File: src/rtl/mem_copy_dma.sv
// -----------------------------------------------------------------------------
// mem_copy_dma
//
// Memory-to-memory copy engine. A copy request from the core latches a source
// address, a destination address and a byte count. The block then moves the
// data in bursts of up to BURST_MAX words. Each burst is a read into a small
// local word buffer, followed by a write of that buffer to the destination. Only
// one request (read or write) is ever outstanding. Read and write bursts never
// overlap.
//
// Ports
//   clk            rising-edge clock
//   rst_n          asynchronous active-low reset
//   copy_active    start request, sampled only while idle
//   src_addr       byte source address; bits [1:0] ignored
//   dst_addr       byte destination address; bits [1:0] ignored
//   copy_len       byte count; bits [1:0] ignored, words = copy_len[31:2]
//   copy_done      one-cycle completion pulse
//   busy           high whenever the engine is not idle
//   read_request   read burst request (registered)
//   read_address   read burst start address
//   read_len       read burst beats-1
//   read_gnt       read request accepted
//   rvalid         read beat valid
//   read_data      read beat data
//   write_request  write burst request (registered)
//   write_address  write burst start address
//   write_len      write burst beats-1
//   write_gnt      write request accepted
//   wvalid         write beat valid
//   write_data     write beat data
//   wready         write beat accepted
//   write_resp     write burst complete response
// -----------------------------------------------------------------------------
module mem_copy_dma #(
    parameter int BURST_MAX = 16
) (
    input  logic        clk,
    input  logic        rst_n,
    input  logic        copy_active,
    input  logic [31:0] src_addr,
    input  logic [31:0] dst_addr,
    input  logic [31:0] copy_len,
    output logic        copy_done,
    output logic        busy,
    output logic        read_request,
    output logic [31:0] read_address,
    output logic [3:0]  read_len,
    input  logic        read_gnt,
    input  logic        rvalid,
    input  logic [31:0] read_data,
    output logic        write_request,
    output logic [31:0] write_address,
    output logic [3:0]  write_len,
    input  logic        write_gnt,
    output logic        wvalid,
    output logic [31:0] write_data,
    input  logic        wready,
    input  logic        write_resp
);

    typedef enum logic [2:0] {
        IDLE    = 3'd0,
        RD_REQ  = 3'd1,
        RD_DATA = 3'd2,
        WR_REQ  = 3'd3,
        WR_DATA = 3'd4,
        WR_RESP = 3'd5,
        DONE    = 3'd6
    } state_t;

    localparam logic [31:0] BURST_MAX_W = 32'(BURST_MAX);
    localparam logic [4:0]  BURST_MAX_5 = 5'(BURST_MAX);

    // Burst size for a given number of remaining words: min(words, BURST_MAX).
    function automatic logic [4:0] burst_of(input logic [31:0] words);
        return (words >= BURST_MAX_W) ? BURST_MAX_5 : words[4:0];
    endfunction

    state_t      state_q, state_d;
    logic [31:0] src_q, src_d;
    logic [31:0] dst_q, dst_d;
    logic [31:0] remaining_q, remaining_d;
    logic [4:0]  burst_q, burst_d;
    logic [3:0]  beat_q, beat_d;

    logic        copy_done_q, copy_done_d;
    logic        busy_q, busy_d;
    logic        rd_req_q, rd_req_d;
    logic [31:0] rd_addr_q, rd_addr_d;
    logic [3:0]  rd_len_q, rd_len_d;
    logic        wr_req_q, wr_req_d;
    logic [31:0] wr_addr_q, wr_addr_d;
    logic [3:0]  wr_len_q, wr_len_d;
    logic        wvalid_q, wvalid_d;
    logic [31:0] wdata_q, wdata_d;

    // Local burst buffer. It has no reset, so it can map onto RAM. Its
    // contents are don't-care after a reset.
    logic [31:0] buf_mem [0:BURST_MAX-1];
    logic        buf_we;
    logic [3:0]  buf_rd_idx;

    logic        last_beat;
    assign last_beat = ({1'b0, beat_q} == (burst_q - 5'd1));

    // -------------------------------------------------------------------------
    // Next-state and output logic
    // -------------------------------------------------------------------------
    always_comb begin
        state_d     = state_q;
        src_d       = src_q;
        dst_d       = dst_q;
        remaining_d = remaining_q;
        burst_d     = burst_q;
        beat_d      = beat_q;
        copy_done_d = 1'b0;
        rd_req_d    = rd_req_q;
        rd_addr_d   = rd_addr_q;
        rd_len_d    = rd_len_q;
        wr_req_d    = wr_req_q;
        wr_addr_d   = wr_addr_q;
        wr_len_d    = wr_len_q;
        wvalid_d    = wvalid_q;
        wdata_d     = wdata_q;
        buf_we      = 1'b0;
        buf_rd_idx  = 4'd0;

        case (state_q)
            IDLE: begin
                if (copy_active) begin
                    src_d       = src_addr & ~32'h3;
                    dst_d       = dst_addr & ~32'h3;
                    remaining_d = copy_len >> 2;
                    if (remaining_d == 32'd0) begin
                        state_d = DONE;
                    end else begin
                        // The burst size is fixed here, on entry to RD_REQ.
                        state_d   = RD_REQ;
                        burst_d   = burst_of(remaining_d);
                        rd_req_d  = 1'b1;
                        rd_addr_d = src_d;
                        rd_len_d  = 4'(burst_d - 5'd1);
                    end
                end
            end

            RD_REQ: begin
                if (read_gnt) begin
                    rd_req_d = 1'b0;
                    beat_d   = 4'd0;
                    state_d  = RD_DATA;
                end
            end

            RD_DATA: begin
                if (rvalid) begin
                    buf_we = 1'b1;
                    if (last_beat) begin
                        beat_d    = 4'd0;
                        state_d   = WR_REQ;
                        wr_req_d  = 1'b1;
                        wr_addr_d = dst_q;
                        wr_len_d  = 4'(burst_q - 5'd1);
                    end else begin
                        beat_d = beat_q + 4'd1;
                    end
                end
            end

            WR_REQ: begin
                if (write_gnt) begin
                    wr_req_d   = 1'b0;
                    state_d    = WR_DATA;
                    beat_d     = 4'd0;
                    wvalid_d   = 1'b1;
                    // Prefetch the first beat so write_data is a registered
                    // buffer read.
                    buf_rd_idx = 4'd0;
                    wdata_d    = buf_mem[buf_rd_idx];
                end
            end

            WR_DATA: begin
                if (wvalid_q && wready) begin
                    if (last_beat) begin
                        wvalid_d = 1'b0;
                        wdata_d  = 32'd0;
                        beat_d   = 4'd0;
                        state_d  = WR_RESP;
                    end else begin
                        // Advance only on an accepted beat. While wready is
                        // low, the current word stays on write_data.
                        beat_d     = beat_q + 4'd1;
                        buf_rd_idx = beat_q + 4'd1;
                        wdata_d    = buf_mem[buf_rd_idx];
                    end
                end
            end

            WR_RESP: begin
                if (write_resp) begin
                    // Address arithmetic wraps modulo 2^32.
                    src_d       = src_q + {25'd0, burst_q, 2'b00};
                    dst_d       = dst_q + {25'd0, burst_q, 2'b00};
                    remaining_d = remaining_q - {27'd0, burst_q};
                    if (remaining_d == 32'd0) begin
                        state_d = DONE;
                    end else begin
                        state_d   = RD_REQ;
                        burst_d   = burst_of(remaining_d);
                        rd_req_d  = 1'b1;
                        rd_addr_d = src_d;
                        rd_len_d  = 4'(burst_d - 5'd1);
                    end
                end
            end

            DONE: begin
                // The completion pulse is registered. It appears in the
                // cycle after DONE, as the engine drops back to IDLE.
                copy_done_d = 1'b1;
                state_d     = IDLE;
            end

            default: begin
                state_d = IDLE;
            end
        endcase

        busy_d = (state_d != IDLE);
    end

    // -------------------------------------------------------------------------
    // State and output registers
    // -------------------------------------------------------------------------
    always_ff @(posedge clk or negedge rst_n) begin
        if (!rst_n) begin
            state_q     <= IDLE;
            src_q       <= 32'd0;
            dst_q       <= 32'd0;
            remaining_q <= 32'd0;
            burst_q     <= 5'd0;
            beat_q      <= 4'd0;
            copy_done_q <= 1'b0;
            busy_q      <= 1'b0;
            rd_req_q    <= 1'b0;
            rd_addr_q   <= 32'd0;
            rd_len_q    <= 4'd0;
            wr_req_q    <= 1'b0;
            wr_addr_q   <= 32'd0;
            wr_len_q    <= 4'd0;
            wvalid_q    <= 1'b0;
            wdata_q     <= 32'd0;
        end else begin
            state_q     <= state_d;
            src_q       <= src_d;
            dst_q       <= dst_d;
            remaining_q <= remaining_d;
            burst_q     <= burst_d;
            beat_q      <= beat_d;
            copy_done_q <= copy_done_d;
            busy_q      <= busy_d;
            rd_req_q    <= rd_req_d;
            rd_addr_q   <= rd_addr_d;
            rd_len_q    <= rd_len_d;
            wr_req_q    <= wr_req_d;
            wr_addr_q   <= wr_addr_d;
            wr_len_q    <= wr_len_d;
            wvalid_q    <= wvalid_d;
            wdata_q     <= wdata_d;
        end
    end

    // Buffer write port. rvalid only lands here while collecting a read burst.
    always_ff @(posedge clk) begin
        if (buf_we) begin
            buf_mem[beat_q] <= read_data;
        end
    end

    assign copy_done     = copy_done_q;
    assign busy          = busy_q;
    assign read_request  = rd_req_q;
    assign read_address  = rd_addr_q;
    assign read_len      = rd_len_q;
    assign write_request = wr_req_q;
    assign write_address = wr_addr_q;
    assign write_len     = wr_len_q;
    assign wvalid        = wvalid_q;
    assign write_data    = wdata_q;

endmodule

File: config.mk
export PLATFORM = sky130hd
export DESIGN_NAME = mem_copy_dma
export DESIGN_NICKNAME = d
export VERILOG_FILES = /design/src/rtl/mem_copy_dma.sv
export SDC_FILE = /design/constraint.sdc
export NUM_CORES = 1
export LEC_CHECK = 0
export CAP_MARGIN = 20
export CORE_MARGIN = 2
export CORE_UTILIZATION = 59
export DETAILED_ROUTE_END_ITERATION = 6
export PLACE_DENSITY = 0.81
export SLEW_MARGIN = 5
export SYNTH_ARGS = -nofsm -noshare
export SYNTH_HDL_FRONTEND = slang
export SYNTH_SLANG_ARGS = --single-unit
File: constraint.sdc
create_clock -name clk -period 5.18 [get_ports clk]
set_clock_uncertainty 0.15 [all_clocks]
set_input_delay 0.518 -clock clk [delete_from_list [all_inputs] [get_ports clk]]
set_output_delay 0.518 -clock clk [all_outputs]
set_load 0.01 [all_outputs]
==> impl_metrics.yaml, run 1 <==
floorplanning:
  die_y_um: 235.1
  io_pins: 245
  die_w_um: 235.1
  core_sq_um: 52660
  num_rows: 84
  initial_core_util_pct: 59.83
  die_area_sq_um: 55260
layout:
  most-common-layout-cells: "512 x edfxtp_1, 262 x nand2_1, 235 x clkdlybuf4s50_1, 212 x dfrtp_1, 129 x o21ai_0"
  drive_gt1_share_pct: 13.30
  syn_to_final_growth_pct: 18.45
  multiInputGateArea_sq_um: 10310
  fillers: 3362
  regArea_sq_um: 20710
  layout_commonest_cell: "edfxtp_1"
  fin_nets: 2602
synthesis:
  synth_compound_area_share_pct: 8.623
  seq_area_frac_synth_pct: 65.72
  yosysWarnings: 0
  synth_edf_count: 512
  synth_area_sq_um: 31500
  yosys_register_bits: 725
  syn_inst: 2219
  synth_top_family_by_area: "multiplexers"
  async_flop_share_pct: 29.38
  synth_area_per_cell_sq_um: 14.20
  muxShareOfSynthArea_pct: 11.96
  synth-simple-area-share_pct: 9.028
  synth_ff_type: "edfxtp_1"
  synth_adder_area_share_pct: 1.025
  yosys.area_share.xor_xnor_pct: 1.474
  synthDistinctLibCells: 76
sta:
  rsz0062_at_grt: "false"
  max-slew-margin-rel_pct: 27.07
  hold_viol_final: 0
  fmax_ghz: 0.2303
  tightest_slew_ns: 1.094
  fin_ws_ns: 0.8373
  setup_tns_ns: 0
  fin_crit_ns: 4.343
  slew_viol_final: 0
  setup_violations: 0
  min_period_over_period_pct: 83.84
setup_path:
  crit_chain: "ha_1, fa_1, nand2b_1, a21oi_1, a21oi_1, mux2_2, a211oi_1, nor3_1, inv_1, o41a_1, ha_1, xnor2_1, mux2_2"
  path_class: "flop to flop"
  cp-end-kind: "flop"
  start_kind: "flop"
  critPathArrivalTime_ns: 4.70
  cp.required_ns: 5.54
  cp_num_buf_inv: 1
  critPathMaxStageDelay_ns: 0.51
  slowest_stage: "dfrtp_1"
  cp_max_fo: 8
  crit_family: "compound AO/OA/AOI/OAI gates"
grt:
  grt_max_degree: 134
  grt_pass1_vias: 20870
  grt_pass1_wl_mm: 123.0
  grt_use_total_pct: 29.11
  grt_antenna_before_repair: 6
  grt-ovfl-total: 0
routing:
  antenna_left: 0
  wl_per_cell_um: 25.21
  via_per_inst: 6.478
  remaining_drc_errors: 0
  dr_total_vias: 20690
  drtIter0Drc: 2191
  wl_mm: 80.53
  drt_pass1_iterations: 5
clock_tree:
  clk_pin_slew_worst_paths_ns: 0.06
  cts_tree: "yes"
  ctsHoldBuffers: 1
  clock_sinks: 725
  clockBufferDepth: 3
  cts-root-buf: "clkbuf_16"
  worstSkewPairLatency_ns: 0.64
  cts_buffers: 75
  postCtsSetupRepairBufs: 0
  cts.repair.resized: 0
  htreeDepth: 3
flow_run:
  cap_violations: 0
power_and_ir_drop:
  p_leak_nw: 13.31
  vdd_drop_max_mv: 0.2839
  power.density_nw_per_um2: 480.6
run_status:
  status: "finished clean"
placed_design:
  post-place-ws_ns: 0.8900
  portBuffers: 236
  hpwl_mm: 48.11
  gp_congestion: 0.9005
hold_path:
  hold_path_class: "primary input to flop"
worst paths after layout:
| path | slack (ns) | end | cells past startpoint | startpoint |
|---|---|---|---|---|
| setup / recovery | 0.84 | read_len[2] | 13 | burst_q[0] |
| hold / removal | 0.31 | dst_q[22] | 3 | dst_addr[22] |
| setup reg to reg | 0.84 | read_len[2] | 13 | burst_q[0] |
| hold reg to reg | 0.32 | write_address[16] | 2 | write_address[16] |
| max in group asynchronous | 3.11 | remaining_q[22] | 3 | rst_n |
| min in group asynchronous | 0.51 | dst_q[8] | 2 | rst_n |
layer usage:
layer	GRT usage (%)	wire (um)	vias up	part of all wire (%)
met5	0	22	-	0.027
met4	11.33	2864	4	3.6
met3	5.804	6577	207	8.2
met2	47.73	39450	1037	49
met1	38.77	31610	10480	39
li1	-	-	8958	-
synthesized netlist by cell type (14+ instances only):
cell type	count	share of area (%)
a21oi_1	124	2.0
nand2_1	262	3.1
a211oi_1	37	0.88
nor4_1	32	0.64
mux2_1	24	0.86
dfrtp_1	213	17
nor2b_1	43	0.85
xor2_1	22	0.61
nor2_1	112	1.3
and3_1	22	0.44
buf_1	22	0.26
xnor2_1	31	0.86
clkbuf_1	105	1.3
a2111oi_0	33	0.92
nand3_1	29	0.46
o21ai_0	129	2.0
mux2i_1	48	1.5
nor3_1	27	0.43
ha_1	21	0.83
inv_1	35	0.42
a31oi_1	17	0.34
a22oi_1	14	0.33
edfxtp_1	512	49
mux4_2	128	9.2
power breakdown:
| part | internal (mW) | leakage [nW] | switching (mW) |
|---|---|---|---|
| registers | 6.94 | 7.25 | 0.716 |
| logic | 2.29 | 4.86 | 2.57 |
| clock network | 3.13 | 1.20 | 2.29 |
flip-flops by register name, indices dropped and copies added (netlist names):
signal / count
write_len: 4
buf_mem: 512
write_request: 1
beat_q: 4
read_len: 4
write_data: 32
src_q: 32
copy_done: 1
read_address: 32
state_q: 3
dst_q: 30
remaining_q: 32
burst_q: 5
write_address: 30
busy: 1
read_request: 1
wvalid: 1
cell type report:
class	count	area share, %
flip-flops and latches	725	55.50
clock buffers	105	5.549
diodes	3	0.02012
inverters	35	0.3521
well taps	688	2.307
repair buffers	280	7.578
multi-input cells	1325	27.63
clock inverters	33	1.063
logic make-up after synthesis:
logic type,Yosys count
flops,725
mux,212
fa+ha+maj,24
xor+xnor,53
buf+inv,170
compound gates,435
other cells,1
simple gates,599
worst register-to-register path: cells and delay by family, from the launching register on:
kind | cells | cell delay (ns)
AOI/OAI and AO/OA | 4 | 1.18
adders and majority gates | 3 | 0.89
muxes | 2 | 0.56
xor gates and xnor gates | 1 | 0.14
and+or+nand+nor | 2 | 0.66
buffers and inverters | 1 | 0.12
DFF | 1 | 0.51
stage by stage:
step | total power, mW | cell area [sq um] | hold WS (ns) | util (%) | std cells
final | 17.93 | 37310 | 0.3052 | 70.87 | 3194
after global routing | 18.71 | 37310 | 0.3025 | 70.86 | 3193
after CTS | 17.97 | 37250 | 0.2711 | 70.75 | 3189
after detailed placement | 12.54 | 34770 | 0.3133 | 66.04 | 3050
after global placement | 12.34 | 34770 | 0.3080 | 66.04 | 3050
after floorplan | 10.78 | 31510 | 0.07241 | - | 2220
Note: power is estimated with default switching activity, not from simulation.
==> run 2, diff against run 1 <==
--- a/config.mk
+++ b/config.mk
@@ -7,9 +7,9 @@
 export LEC_CHECK = 0
 export CAP_MARGIN = 20
 export CORE_MARGIN = 2
-export CORE_UTILIZATION = 59
+export CORE_UTILIZATION = 53
 export DETAILED_ROUTE_END_ITERATION = 6
-export PLACE_DENSITY = 0.81
+export PLACE_DENSITY = 0.76
 export SLEW_MARGIN = 5
 export SYNTH_ARGS = -nofsm -noshare
 export SYNTH_HDL_FRONTEND = slang
==> constraint.sdc (replaced) <==
create_clock -name clk -period 3.8 [get_ports clk]
set_clock_uncertainty 0.15 [all_clocks]
set_input_delay 0.38 -clock clk [delete_from_list [all_inputs] [get_ports clk]]
set_output_delay 0.38 -clock clk [all_outputs]
set_load 0.01 [all_outputs]
==> run 2 against run 1 <==
Clock power grew 39%. Critical path type unchanged. Worst setup slack got worse by 0.82 ns. Non-clock buffer count up 63. Sequential power rose by 35%. Total power rose by 39%. Critical endpoint unchanged.
==> impl_metrics.yaml, run 2 (synthesized netlist as in run 1, its figures left out) <==
layout:
  drive_gt1_share_pct: 16.71
  layout_commonest_cell: "edfxtp_1"
  top_register: "buf_mem"
  largest_reg_flops: 512
  syn_to_final_growth_pct: 21.24
  fin_nets: 2666
  diodes: 0
  most-common-layout-cells: "512 x edfxtp_1, 262 x nand2_1, 235 x clkdlybuf4s50_1, 212 x dfrtp_1, 129 x o21ai_0"
  final_area_sq_um: 38190
floorplanning:
  io_pins: 245
  num_rows: 89
  die_y_um: 247.8
  initial_core_util_pct: 53.48
  die_area_sq_um: 61400
  core_sq_um: 58910
  die_w_um: 247.8
grt:
  grt_pass1_wl_mm: 120.3
  grt-ovfl-total: 0
  grt_pass1_vias: 20500
  grt_antenna_before_repair: 2
  grt_use_total_pct: 26.02
  grt_max_degree: 99
clock_tree:
  cts-root-buf: "clkbuf_16"
  clk_pin_slew_worst_paths_ns: 0.06
  worstSkewPairLatency_ns: 0.63
  clock_sinks: 725
  cts_tree: "yes"
  htreeDepth: 3
  clockBufferDepth: 3
  cts_buffers: 76
power_and_ir_drop:
  p_total_mw: 24.85
  power.density_nw_per_um2: 650.8
  p_leak_nw: 13.68
  vdd_drop_max_mv: 0.5654
routing:
  wl_per_cell_um: 23.73
  remaining_drc_errors: 0
  wl_mm: 79.26
  drt_pass1_iterations: 5
  via_per_inst: 6.118
  antenna_left: 0
  drtIter0Drc: 1885
  dr_total_vias: 20440
sta:
  slew_viol_final: 0
  fin_crit_ns: 3.780
  max-slew-margin-rel_pct: 48.69
  tightest_slew_ns: 0.7697
  whs_ns: 0.1965
  fin_ws_ns: 0.02022
  setup_violations: 0
  rsz0062_at_grt: "true"
  setup_tns_ns: 0
  fmax_ghz: 0.2646
  hold_viol_final: 0
  min_period_over_period_pct: 99.47
flow_run:
  cap_violations: 0
placed_design:
  portBuffers: 236
  post-place-ws_ns: -0.02711
  dpl_cell_area_sq_um: 35480
  hpwl_mm: 47.06
  gp_congestion: 0.9014
setup_path:
  cp-end-kind: "flop"
  critPathArrivalTime_ns: 4.13
  cp.required_ns: 4.15
  path_class: "flop to flop"
  start_kind: "flop"
  cp_max_fo: 3
hold_path:
  hold_path_class: "primary input to flop"
run_status:
  status: "finished clean"
==> run 2: cell types whose count changed in the layout (fill, tap and decap cells not counted), sizes merged <==
cell      delta
clkinv      +12
bufinv       +1
clkinvlp     +2
clkbuf       -9
diode        -3
inv          -5
buf         +63
==> run 2: cell type report <==
type	count	area [sq um]
Clock buffer	96	2078
Sequential cell	725	20710
Fill cell	4077	20710
Inverter	35	131.4
Tap cell	773	967.2
Timing Repair Buffer	343	3377
Clock inverter	43	493.0
Multi-Input combinational cell	1325	10440
==> run 2: routing by layer <==
metal / vias up / part of all wire, % / wire length, um / global-route usage, %
met5: - / 0.033 / 26 / 0
met4: 4 / 3.0 / 2361 / 8.507
met3: 164 / 8.2 / 6494 / 5.147
met2: 947 / 49 / 38870 / 42.74
met1: 10210 / 40 / 31500 / 35.15
li1: 9106 / - / - / -
==> run 2: path summary, 6_finish.rpt <==
check,from,to,slack (ns),cells past startpoint
worst min register to register,write_address[16],write_address[16],0.32,2
worst max-delay path,remaining_q[13],read_len[2],0.02,11
min in group asynchronous,rst_n,write_address[17],0.25,2
worst min-delay path,dst_addr[16],dst_q[16],0.20,3
worst max register to register,remaining_q[13],read_len[2],0.02,11
max in group asynchronous,rst_n,write_data[11],2.41,3
==> run 2: critical path: stages (launching register included) <==
cell and delay (ns):
dfrtp_1 0.38, or3_4 0.40, or4_4 0.43, or4_4 0.55
o32a_1 0.23, nor2_1 0.11, nor4bb_2 0.22, nand4_1 0.20
o41a_1 0.43, ha_2 0.18, xnor2_1 0.12, mux2_2 0.26
==> run 2: timing repair <==
action                                 4_1_cts  5_1_grt
setup endpoints to repair                    1       32
endpoints found under the hold margin       96        0
hold buffers                                 1        0
resized for setup                            2       22
pin swaps                                    1       10
buffers inserted                             0        3
==> run 2: report_power, final <==
| part | total [mW] | switching, mW | internal (mW) |
|---|---|---|---|
| Clock | 7.55 | 3.15 | 4.40 |
| Sequential | 10.3 | 0.841 | 9.46 |
| Combinational | 7.01 | 3.65 | 3.36 |
==> run 2: metrics by stage <==
step	instances	util (%)
2_1_floorplan	2220	-
3_3_place_gp	3197	60.24
3_5_place_dp	3197	60.24
4_1_cts	3337	64.64
5_1_grt	3340	64.84
6_report	3340	64.84
